$ cat config.mk
export PLATFORM = sky130hd
export DESIGN_NAME = ctrl_fsm_param
export DESIGN_NICKNAME = d
export VERILOG_FILES = /design/src/rtl/ctrl_fsm_param.sv
export SDC_FILE = /design/constraint.sdc
export NUM_CORES = 1
export LEC_CHECK = 0
export ABC_AREA = 1
export CORE_ASPECT_RATIO = 1.25
export CORE_MARGIN = 2
export CORE_UTILIZATION = 50
export DETAILED_ROUTE_END_ITERATION = 10
export PLACE_DENSITY = 0.84
export SLEW_MARGIN = 10
export SYNTH_ARGS = -nofsm -noshare
export SYNTH_HDL_FRONTEND = slang
export SYNTH_SLANG_ARGS = --single-unit
export TNS_END_PERCENT = 5
$ cat constraint.sdc
create_clock -name clk -period 5.4 [get_ports clk]
set_clock_uncertainty 0.15 [all_clocks]
set_input_delay 1.08 -clock clk [delete_from_list [all_inputs] [get_ports clk]]
set_output_delay 1.08 -clock clk [all_outputs]
set_load 0.01 [all_outputs]
$ cat src/rtl/ctrl_fsm_param.sv
// Instruction sequencer for the down-sampler core: fetches, decodes and drives datapath/RAM controls.
// Every control output is registered and changes on the edge that enters the state owning it.
module ctrl_fsm_param #(
    parameter int unsigned INSTR_W = 16,
    parameter int unsigned OPC_W   = 6,
    parameter int unsigned REG_W   = 3,
    parameter int unsigned DSEL_W  = 4,
    parameter int unsigned CTRL_W  = 4,
    parameter int unsigned MEM_LAT = 1
) (
    input  logic               clk,
    input  logic               rst,
    input  logic               start,
    input  logic [INSTR_W-1:0] instruction,
    input  logic               zero,
    input  logic               great,
    output logic [REG_W-1:0]   flagA,
    output logic [REG_W-1:0]   flagB,
    output logic [CTRL_W-1:0]  ctrl,
    output logic [DSEL_W-1:0]  sel_d,
    output logic [INSTR_W-1:0] constant,
    output logic               incr_en,
    output logic               ir_en,
    output logic               merge_en,
    output logic               sel_c,
    output logic [1:0]         d_RAM_en,
    output logic               mem_write_en,
    output logic               busy,
    output logic               halted,
    output logic               illegal
);
    localparam int unsigned F = INSTR_W - OPC_W - 1;
    localparam logic [3:0] MemWaitInit = 4'(MEM_LAT - 1);

    typedef enum logic [3:0] {
        StIdle, StFetch1, StFetch2, StDecode, StExec, StCFetch, StCCollect,
        StSettle, StMemWait, StBFetch, StBCheck, StHalt
    } state_e;

    typedef enum logic [3:0] {
        ClsAlu, ClsConst, ClsMerge, ClsMemWrite, ClsMemRead, ClsJumpZ,
        ClsJumpNz, ClsOver, ClsJumpG, ClsNop, ClsIllegal
    } cls_e;

    function automatic cls_e classify(input logic [OPC_W-1:0] opc);
        case (opc)
            OPC_W'(1), OPC_W'(2), OPC_W'(3), OPC_W'(4), OPC_W'(5),
            OPC_W'(6), OPC_W'(7), OPC_W'(8), OPC_W'(9): return ClsAlu;
            OPC_W'(10): return ClsConst;
            OPC_W'(11): return ClsMerge;
            OPC_W'(12): return ClsMemWrite;
            OPC_W'(13): return ClsMemRead;
            OPC_W'(14): return ClsJumpZ;
            OPC_W'(15): return ClsJumpNz;
            OPC_W'(16): return ClsOver;
            OPC_W'(17): return ClsJumpG;
            OPC_W'(18): return ClsNop;
            default:    return ClsIllegal;
        endcase
    endfunction

    state_e             state_q, state_d;
    logic [INSTR_W-1:0] hold_q, hold_d;
    logic [3:0]         cnt_q, cnt_d;
    logic [REG_W-1:0]   flag_a_q, flag_a_d, flag_b_q, flag_b_d;
    logic [CTRL_W-1:0]  ctrl_q, ctrl_d;
    logic [DSEL_W-1:0]  sel_d_q, sel_d_d;
    logic [INSTR_W-1:0] constant_q, constant_d;
    logic [1:0]         d_ram_en_q, d_ram_en_d;
    logic incr_en_q, incr_en_d, ir_en_q, ir_en_d, merge_en_q, merge_en_d;
    logic sel_c_q, sel_c_d, mem_write_en_q, mem_write_en_d;
    logic busy_q, busy_d, halted_q, halted_d, illegal_q, illegal_d;

    logic [OPC_W-1:0] in_opc;
    cls_e             in_cls, hold_cls;
    logic             go_fetch1, go_park, park_halted, taken;

    assign in_opc   = instruction[INSTR_W-1 -: OPC_W];
    assign in_cls   = classify(in_opc);
    assign hold_cls = classify(hold_q[INSTR_W-1 -: OPC_W]);

    always_comb begin
        state_d        = state_q;
        hold_d         = hold_q;
        cnt_d          = cnt_q;
        flag_a_d       = flag_a_q;
        flag_b_d       = flag_b_q;
        ctrl_d         = ctrl_q;
        sel_d_d        = sel_d_q;
        constant_d     = constant_q;
        d_ram_en_d     = d_ram_en_q;
        incr_en_d      = incr_en_q;
        ir_en_d        = ir_en_q;
        merge_en_d     = merge_en_q;
        sel_c_d        = sel_c_q;
        mem_write_en_d = mem_write_en_q;
        halted_d       = halted_q;
        illegal_d      = 1'b0;
        go_fetch1      = 1'b0;
        go_park        = 1'b0;
        park_halted    = 1'b0;
        taken          = 1'b0;

        case (state_q)
            StIdle:   go_fetch1 = start;
            StHalt:   go_fetch1 = start;
            StFetch1: begin
                state_d   = StFetch2;
                incr_en_d = 1'b0;
            end
            StFetch2: begin
                // Outputs for DECODE come straight from the IR; the word is kept for later states.
                state_d = StDecode;
                hold_d  = instruction;
                ir_en_d = 1'b0;
                case (in_cls)
                    ClsAlu: begin
                        flag_a_d = instruction[F -: REG_W];
                        flag_b_d = instruction[F-REG_W -: REG_W];
                        sel_c_d  = 1'b1;
                        ctrl_d   = in_opc[CTRL_W-1:0];
                    end
                    ClsConst: begin
                        ir_en_d   = 1'b1;
                        incr_en_d = 1'b1;
                        sel_c_d   = 1'b0;
                    end
                    ClsMerge:    merge_en_d = 1'b1;
                    ClsMemWrite: d_ram_en_d = 2'b11;
                    ClsMemRead: begin
                        d_ram_en_d     = 2'b00;
                        mem_write_en_d = 1'b1;
                    end
                    ClsJumpZ, ClsJumpNz, ClsJumpG: begin
                        flag_a_d  = instruction[F -: REG_W];
                        flag_b_d  = instruction[F-REG_W -: REG_W];
                        ctrl_d    = CTRL_W'(2);
                        ir_en_d   = 1'b1;
                        incr_en_d = 1'b1;
                    end
                    ClsIllegal: illegal_d = 1'b1;
                    default: ;
                endcase
            end
            StDecode: begin
                case (hold_cls)
                    ClsAlu: begin
                        state_d  = StExec;
                        sel_d_d  = hold_q[DSEL_W-1:0];
                        flag_a_d = hold_q[F -: REG_W];
                        flag_b_d = hold_q[F-REG_W -: REG_W];
                    end
                    ClsConst: begin
                        state_d   = StCFetch;
                        incr_en_d = 1'b0;
                    end
                    ClsMemRead: begin
                        state_d = StMemWait;
                        cnt_d   = MemWaitInit;
                    end
                    ClsJumpZ, ClsJumpNz, ClsJumpG: begin
                        state_d   = StBFetch;
                        incr_en_d = 1'b0;
                        ir_en_d   = 1'b1;
                    end
                    ClsOver: begin
                        go_park     = 1'b1;
                        park_halted = 1'b1;
                    end
                    default: go_fetch1 = 1'b1;
                endcase
            end
            StExec:   go_fetch1 = 1'b1;
            StCFetch: begin
                state_d    = StCCollect;
                constant_d = instruction;
                sel_d_d    = hold_q[F -: DSEL_W];
            end
            StCCollect: state_d = StSettle;
            StSettle:   go_fetch1 = 1'b1;
            StMemWait: begin
                if (cnt_q == 4'd0) go_fetch1 = 1'b1;
                else               cnt_d = cnt_q - 4'd1;
            end
            StBFetch: begin
                state_d    = StBCheck;
                ir_en_d    = 1'b0;
                constant_d = instruction;
            end
            StBCheck: begin
                state_d = StSettle;
                case (hold_cls)
                    ClsJumpZ:  taken = zero;
                    ClsJumpNz: taken = !zero;
                    ClsJumpG:  taken = great;
                    default:   taken = 1'b0;
                endcase
                // Not taken leaves sel_d at 0, so the PC stays past the target word.
                if (taken) begin
                    sel_c_d = 1'b0;
                    sel_d_d = DSEL_W'(1);
                end
            end
            default: go_park = 1'b1;
        endcase

        if (go_fetch1) begin
            state_d        = StFetch1;
            ir_en_d        = 1'b1;
            incr_en_d      = 1'b1;
            d_ram_en_d     = 2'b10;
            merge_en_d     = 1'b0;
            mem_write_en_d = 1'b0;
            sel_c_d        = 1'b0;
            sel_d_d        = '0;
            ctrl_d         = '0;
            flag_a_d       = '0;
            flag_b_d       = '0;
            halted_d       = 1'b0;
        end

        if (go_park) begin
            state_d        = park_halted ? StHalt : StIdle;
            ir_en_d        = 1'b0;
            incr_en_d      = 1'b0;
            d_ram_en_d     = 2'b10;
            merge_en_d     = 1'b0;
            mem_write_en_d = 1'b0;
            sel_c_d        = 1'b0;
            sel_d_d        = '0;
            ctrl_d         = '0;
            flag_a_d       = '0;
            flag_b_d       = '0;
            constant_d     = '0;
            halted_d       = park_halted;
        end

        busy_d = (state_d != StIdle) && (state_d != StHalt);
    end

    always_ff @(posedge clk or posedge rst) begin
        if (rst) begin
            state_q        <= StIdle;
            hold_q         <= '0;
            cnt_q          <= '0;
            flag_a_q       <= '0;
            flag_b_q       <= '0;
            ctrl_q         <= '0;
            sel_d_q        <= '0;
            constant_q     <= '0;
            d_ram_en_q     <= 2'b10;
            incr_en_q      <= 1'b0;
            ir_en_q        <= 1'b0;
            merge_en_q     <= 1'b0;
            sel_c_q        <= 1'b0;
            mem_write_en_q <= 1'b0;
            busy_q         <= 1'b0;
            halted_q       <= 1'b0;
            illegal_q      <= 1'b0;
        end else begin
            state_q        <= state_d;
            hold_q         <= hold_d;
            cnt_q          <= cnt_d;
            flag_a_q       <= flag_a_d;
            flag_b_q       <= flag_b_d;
            ctrl_q         <= ctrl_d;
            sel_d_q        <= sel_d_d;
            constant_q     <= constant_d;
            d_ram_en_q     <= d_ram_en_d;
            incr_en_q      <= incr_en_d;
            ir_en_q        <= ir_en_d;
            merge_en_q     <= merge_en_d;
            sel_c_q        <= sel_c_d;
            mem_write_en_q <= mem_write_en_d;
            busy_q         <= busy_d;
            halted_q       <= halted_d;
            illegal_q      <= illegal_d;
        end
    end

    assign flagA        = flag_a_q;
    assign flagB        = flag_b_q;
    assign ctrl         = ctrl_q;
    assign sel_d        = sel_d_q;
    assign constant     = constant_q;
    assign incr_en      = incr_en_q;
    assign ir_en        = ir_en_q;
    assign merge_en     = merge_en_q;
    assign sel_c        = sel_c_q;
    assign d_RAM_en     = d_ram_en_q;
    assign mem_write_en = mem_write_en_q;
    assign busy         = busy_q;
    assign halted       = halted_q;
    assign illegal      = illegal_q;

endmodule
==> results of run 1 <==
## Yosys cell counts (2+ instances only)
library cell	instances	area [um^2]
nand2_1	140	525.5
dfrtp_1	63	1577
inv_1	53	198.9
nor2_1	49	183.9
o21ai_0	38	190.2
a21oi_1	31	155.2
nand3_1	31	155.2
ha_1	8	100.1
nand4_1	8	50.05
nand2_2	6	37.54
clkbuf_1	5	18.77
inv_2	5	18.77
o21ai_1	5	25.02
nor2_2	4	25.02
nor2_4	4	45.04
nor3_1	4	20.02
mux2_2	3	33.78
o21ai_2	3	26.28
a31oi_1	2	12.51
buf_6	2	22.52
nand3_2	2	20.02
nand3_4	2	35.03
o211ai_1	2	15.01
## power by group through the flow
stage / registers [mW] / clock network, mW / logic, mW
3_5_place_dp: 0.822 / 0 / 1.55
6_report: 0.819 / 0.377 / 1.56
2_1_floorplan: 0.853 / 0 / 1.04
4_1_cts: 0.817 / 0.383 / 1.56
3_3_place_gp: 0.822 / 0 / 1.50
5_1_grt: 0.839 / 0.407 / 1.75
## per-layer routing
layer / part of all wire [%] / up-vias
met5: 0 / -
met4: 2.4 / 0
met3: 6.4 / 23
met2: 49 / 133
met1: 42 / 1584
li1: - / 1694
## kinds of logic after synthesis
| kind of cell | Yosys count | synth area share (%) |
|---|---|---|
| and+or+nand+nor | 253 | 31.21 |
| AOI/OAI and AO/OA | 87 | 13.48 |
| buffers and inverters | 67 | 7.356 |
| DFF | 64 | 44.04 |
| adders and majority gates | 8 | 2.750 |
| muxes | 3 | 0.9281 |
| xor gates and xnor gates | 1 | 0.2407 |
## worst max-delay path: cells and delay by family
kind | cells | cell delay (ns)
AND/OR/NAND/NOR | 4 | 0.77
adder cells (fa/ha/maj) | 1 | 0.34
AO/OA/AOI/OAI | 5 | 0.75
buffers and inverters | 3 | 0.83
## state kept, by name (all words and copies together), names as in the netlist, 2 cells and up
signal,count
cnt_q,4
constant,16
ctrl,4
d_RAM_en,2
flagA,3
flagB,3
hold_q,16
sel_d,4
state_q,4
## cells in the final DEF (no fill, tap or decap), types with 2 or more instances in the layout
cell and n:
nand2_1 140, dfrtp_1 63, clkdlybuf4s50_1 60, inv_1 52
nor2_1 49, o21ai_0 38, nand3_1 31, a21oi_1 31
clkbuf_8 10, nand4_1 8, ha_1 8, inv_2 6
nand2_2 6, o21ai_1 5, nor2_2 4, nor2_4 4
nor3_1 4, o21ai_2 3, mux2_2 3, nand3_2 2
nand3_4 2, o211ai_1 2, a31oi_1 2, clkinv_2 2
clkinv_4 2, buf_4 2
## area by class of cell
class                      count  area, um^2
sequential                    64        1603
fill                         596        2516
inverter                      59       221.5
clock buffer                  10       137.6
tap                           90       112.6
clock inverter                 6       43.79
timing repair buffer          62       615.6
multi-input combinational    352        1769
## path summary, 6_finish.rpt
check	start	slack, ns	cells past startpoint	to
worst max register to register	state_q[3]$_DFF_PP0_	2.25	7	ctrl[1]$_DFFE_PP0P_
min in group asynchronous	rst	0.97	2	flagB[0]$_DFFE_PP0P_
worst min-delay path	halted$_DFFE_PP0P_	0.32	2	halted$_DFFE_PP0P_
worst max-delay path	instruction[10]	1.76	13	d_RAM_en[1]$_DFFE_PP1P_
worst min register to register	halted$_DFFE_PP0P_	0.32	2	halted$_DFFE_PP0P_
max in group asynchronous	rst	3.23	3	d_RAM_en[1]$_DFFE_PP1P_
## through the flow
step | total power [mW] | setup WS [ns] | std cells | cell area [um^2] | util (%)
floorplan | 1.889 | 2.511 | 483 | 3640 | -
global placement | 2.322 | 1.713 | 627 | 4322 | 61.57
detailed placement | 2.369 | 1.538 | 627 | 4322 | 61.57
CTS | 2.760 | 1.844 | 643 | 4503 | 64.15
global route | 2.997 | 1.572 | 643 | 4503 | 64.15
finish | 2.761 | 1.756 | 643 | 4503 | 64.15
==> results.toml, run 1 <==
[sta]
worst-slew-pin-transition_ns = 1.043
finalHoldViolCount = 0
setup_tns_ns = 0
period_needed_ns = 3.644
drv_slew = 0
slew_headroom_pct = 30.39
whs_ns = 0.3227
setup_viol = 0
period_share_pct = 67.48
rsz0062_at_grt = "no"
clock.fmax_mhz = 274.4

[power]
p_comb_share_pct = 56.7
p_leak_nw = 2.205
p_int_mw = 1.484
switching_share_pct = 46.24
ir_drop_v = 0.0003252
p_seq_share_pct = 29.7
power_density_nw_per_um2 = 613.0
clkPwrFrac_pct = 13.7
switching_power_mw = 1.276

[placement]
port_buffers = 60
gp_congestion = 0.9103
dpl.hpwl_um = 6662

[worst_setup_path]
path_cells = "clkdlybuf4s50_1 > inv_1 > ha_1 > a21oi_1 > o211ai_1 > nand4_1 > inv_1 > nand2_1 > nor3_1 > a31oi_1 > o21ai_0 > nor2_1 > a21oi_1"
crit_fanout = 5
start_kind = "primary input"
cpPeakStageDelay_ns = 0.55
required_ns = 5.53
cp-end-kind = "flip-flop"
path_class = "in2reg"
crit_path_top_delay_cell = "clkdlybuf4s50_1"
arrival_ns = 3.77

[final_layout]
n_antenna_cell = 0
area_growth_pct = 23.72
drive_above_1_share_pct = 9.584
fin_nets = 577

[routing]
drt-initial-drc-count = 290
drt_wl_total_um = 9074
ant_nets = 0
wl_per_cell_um = 14.11
vias = 3434
first_pass_iters = 7
drc = 0
vias_per_cell = 5.341

[clock_network]
numClockSinks = 64
clk_pin_slew_ns = 0.07
postCtsHoldBufs = 0
cts.repair.resized = 0
clock_latency_ns = 0.34
clockBufferDepth = 2
cts_setup_buffers = 0
cts_tree = "yes"
cts_root_buf = "clkbuf_8"
h-tree-depth = 3
cts_made_buffers = 9

[floorplanning]
die_h_um = 99.39
placementRows = 34
num_io_pins = 61
initial_core_util_pct = 51.85
core_area_um2 = 7019
die_w_um = 80.31
die_area_um2 = 7982

[global_route]
grt_pass1_vias = 3309
use_met3_pct = 4.809
use_met1_pct = 31.96
grt_busiest_layer = "met2"
grtUsageMet2_pct = 39.36
grt_usage_pct = 24.68
overflow = 0
antenna_found_initial = 0
grt_max_degree = 37
grt_pass1_wl_um = 15410

[worst_hold_path]
min_path_type = "reg2reg"

[synthesis]
avgSynthCellArea_um2 = 7.536
synth_edf_count = 0
syn_inst = 483
postSynth.asyncResetShare_pct = 100.0
syn-cell-area_um2 = 3640
ys_seq_elements = 64
ys.flop_type = "dfrtp_1"
synth-seq-area-share_pct = 44.04
ys.warnings.count = 0
syn_nets = 512
synth_cell_type_count = 36

[status]
run_status = "finished clean"

[run]
cap_viol_max_count = 0
(Power assumes the default switching activity.)
==> run 2: changes to the inputs <==
- CORE_UTILIZATION: 50 -> 48
- clock period: 5.4 -> 2.9 ns (I/O delays scaled with it)
==> results.toml, run 2 (same netlist as run 1, synthesis figures left out) <==
[final_layout]
finalInstanceArea_um2 = 4721
fin_cells = 667
fin_util_pct = 64.17
mostFrequentLayoutCell = "nand2_1"
area_growth_pct = 29.70
n_antenna_cell = 0
fill_cells = 634
fin_nets = 599
drive_above_1_share_pct = 13.39
layout_common_cells = "nand2_1 (140), dfrtp_1 (63), clkdlybuf4s50_1 (60)"

[power]
ir_drop_v = 0.0005968
p_leak_nw = 2.328
power_density_nw_per_um2 = 1132
switching_share_pct = 45.47
p_seq_share_pct = 28.7
p_int_mw = 2.914
p_comb_share_pct = 56.5
switching_power_mw = 2.430
clkPwrFrac_pct = 14.8

[worst_setup_path]
path_class = "in2reg"
arrival_ns = 2.83
rr_endpoint = "flagB[2]$_DFFE_PP0P_"
crit_family = "simple AND/OR/NAND/NOR gates"
worstPathBufferInverterCount = 3
startpoint = "instruction[10]"
worst_r2r_path_depth = 16
start_kind = "primary input"
cpPeakStageDelay_ns = 0.49
crit_path_top_delay_cell = "clkdlybuf4s50_1"
ff2ff_setup_slack_ns = 0.24
crit_top_cell = "nand2_1"
critical_path_depth = 15
r2r_start = "hold_q[10]$_DFFE_PP0P_"
cp-endpoint = "flagB[2]$_DFFE_PP0P_"
required_ns = 3.04
cp-end-kind = "flip-flop"
crit_fanout = 7
path_cells = "clkdlybuf4s50_1 > inv_1 > ha_1 > a21oi_1 > o211ai_1 > nand4_1 > inv_1 > nand2_1 > nand3_1 > nand2_1 > nor2_2 > nand3_4 > nand2_4 > nand2_1 > nand2_1"

[sta]
setup_tns_ns = 0
drv_slew = 0
setup_viol = 0
slew_headroom_pct = 59.14
worst-slew-pin-transition_ns = 0.6122
setup_slack_ns = 0.2012
period_share_pct = 93.06
clock.fmax_mhz = 370.5
period_needed_ns = 2.699
finalHoldViolCount = 0

[placement]
port_buffers = 60
placed_cells = 651
post-place-ws_ns = -0.2166
dpl.hpwl_um = 7137
placed_cell_area_um2 = 4502
gp_congestion = 0.8616

[clock_network]
cts_root_buf = "clkbuf_8"
cts_made_buffers = 9
cts_setup_buffers = 0
clk_pin_slew_ns = 0.07
h-tree-depth = 3
clockBufferDepth = 2
clock_latency_ns = 0.34
numClockSinks = 64
cts_tree = "yes"

[floorplanning]
num_io_pins = 61
die_area_um2 = 8300
placementRows = 35
die_w_um = 81.89
initial_core_util_pct = 49.47
core_area_um2 = 7357
die_h_um = 101.4

[worst_hold_path]
hold_depth = 2
min_path_type = "reg2reg"

[global_route]
grt_pass1_wl_um = 16260
antenna_found_initial = 0
grt_max_degree = 65
overflow = 0
grt_pass1_vias = 3561
grt_usage_pct = 25.09

[run]
cap_viol_max_count = 0

[status]
run_status = "finished clean"

[routing]
drt_wl_total_um = 9491
wl_per_cell_um = 14.23
ant_nets = 0
drc = 0
vias = 3529
vias_per_cell = 5.291
first_pass_iters = 5
drt-initial-drc-count = 244
[run 2: tightest hold or removal path, cell delays in order, from the launching register on]
cell and delay (ns):
dfrtp_1 0.35, nand2_1 0.05, nand2_1 0.05
[run 2: layout make-up]
class | count | area (um^2) | area share (%)
Clock buffer | 10 | 137.6 | 2.915
Clock inverter | 6 | 68.82 | 1.458
Inverter | 59 | 221.5 | 4.691
Multi-Input combinational cell | 352 | 1782 | 37.74
Sequential cell | 64 | 1603 | 33.95
Tap cell | 92 | 115.1 | 2.438
Timing Repair Buffer | 84 | 793.3 | 16.80
[run 2: how the worst min path moves through the flow]
stage                                       end                  start
final                        halted$_DFFE_PP0P_     halted$_DFFE_PP0P_
after global routing         halted$_DFFE_PP0P_     halted$_DFFE_PP0P_
after CTS                    halted$_DFFE_PP0P_     halted$_DFFE_PP0P_
after detailed placement   flagB[0]$_DFFE_PP0P_   flagB[0]$_DFFE_PP0P_
after global placement    hold_q[3]$_DFFE_PP0P_  hold_q[3]$_DFFE_PP0P_
after floorplan           hold_q[1]$_DFFE_PP0P_  hold_q[1]$_DFFE_PP0P_
[run 2: power groups by stage]
stage	logic (mW)	clock network (mW)	registers (mW)
2_1_floorplan	1.93	0	1.59
3_3_place_gp	2.88	0	1.53
3_5_place_dp	2.96	0	1.54
4_1_cts	2.99	0.800	1.53
5_1_grt	3.41	0.833	1.57
6_report	3.02	0.790	1.53
[run 2: routing by layer]
metal  up-vias  track usage (%)  routed length (um)
met5         -                0                   0
met4         0            8.077                 195
met3        22            4.100                 382
met2       111            42.40                4838
met1      1663            32.72                4075
li1       1733                -                   -
[run 2: stage by stage]
stage               hold slack [ns]  power, mW
floorplan                    0.2922      3.517
global placement             0.3075      4.407
detailed placement           0.3169      4.500
CTS                          0.3361      5.317
global route                 0.3619      5.812
finish                       0.3280      5.344
[run 2: what timing repair did]
action / in CTS / in global routing
endpoints found under the setup margin: 0 / 11
hold buffers: 0 / 0
resized for setup: 0 / 4
endpoints found under the hold margin: 0 / 0
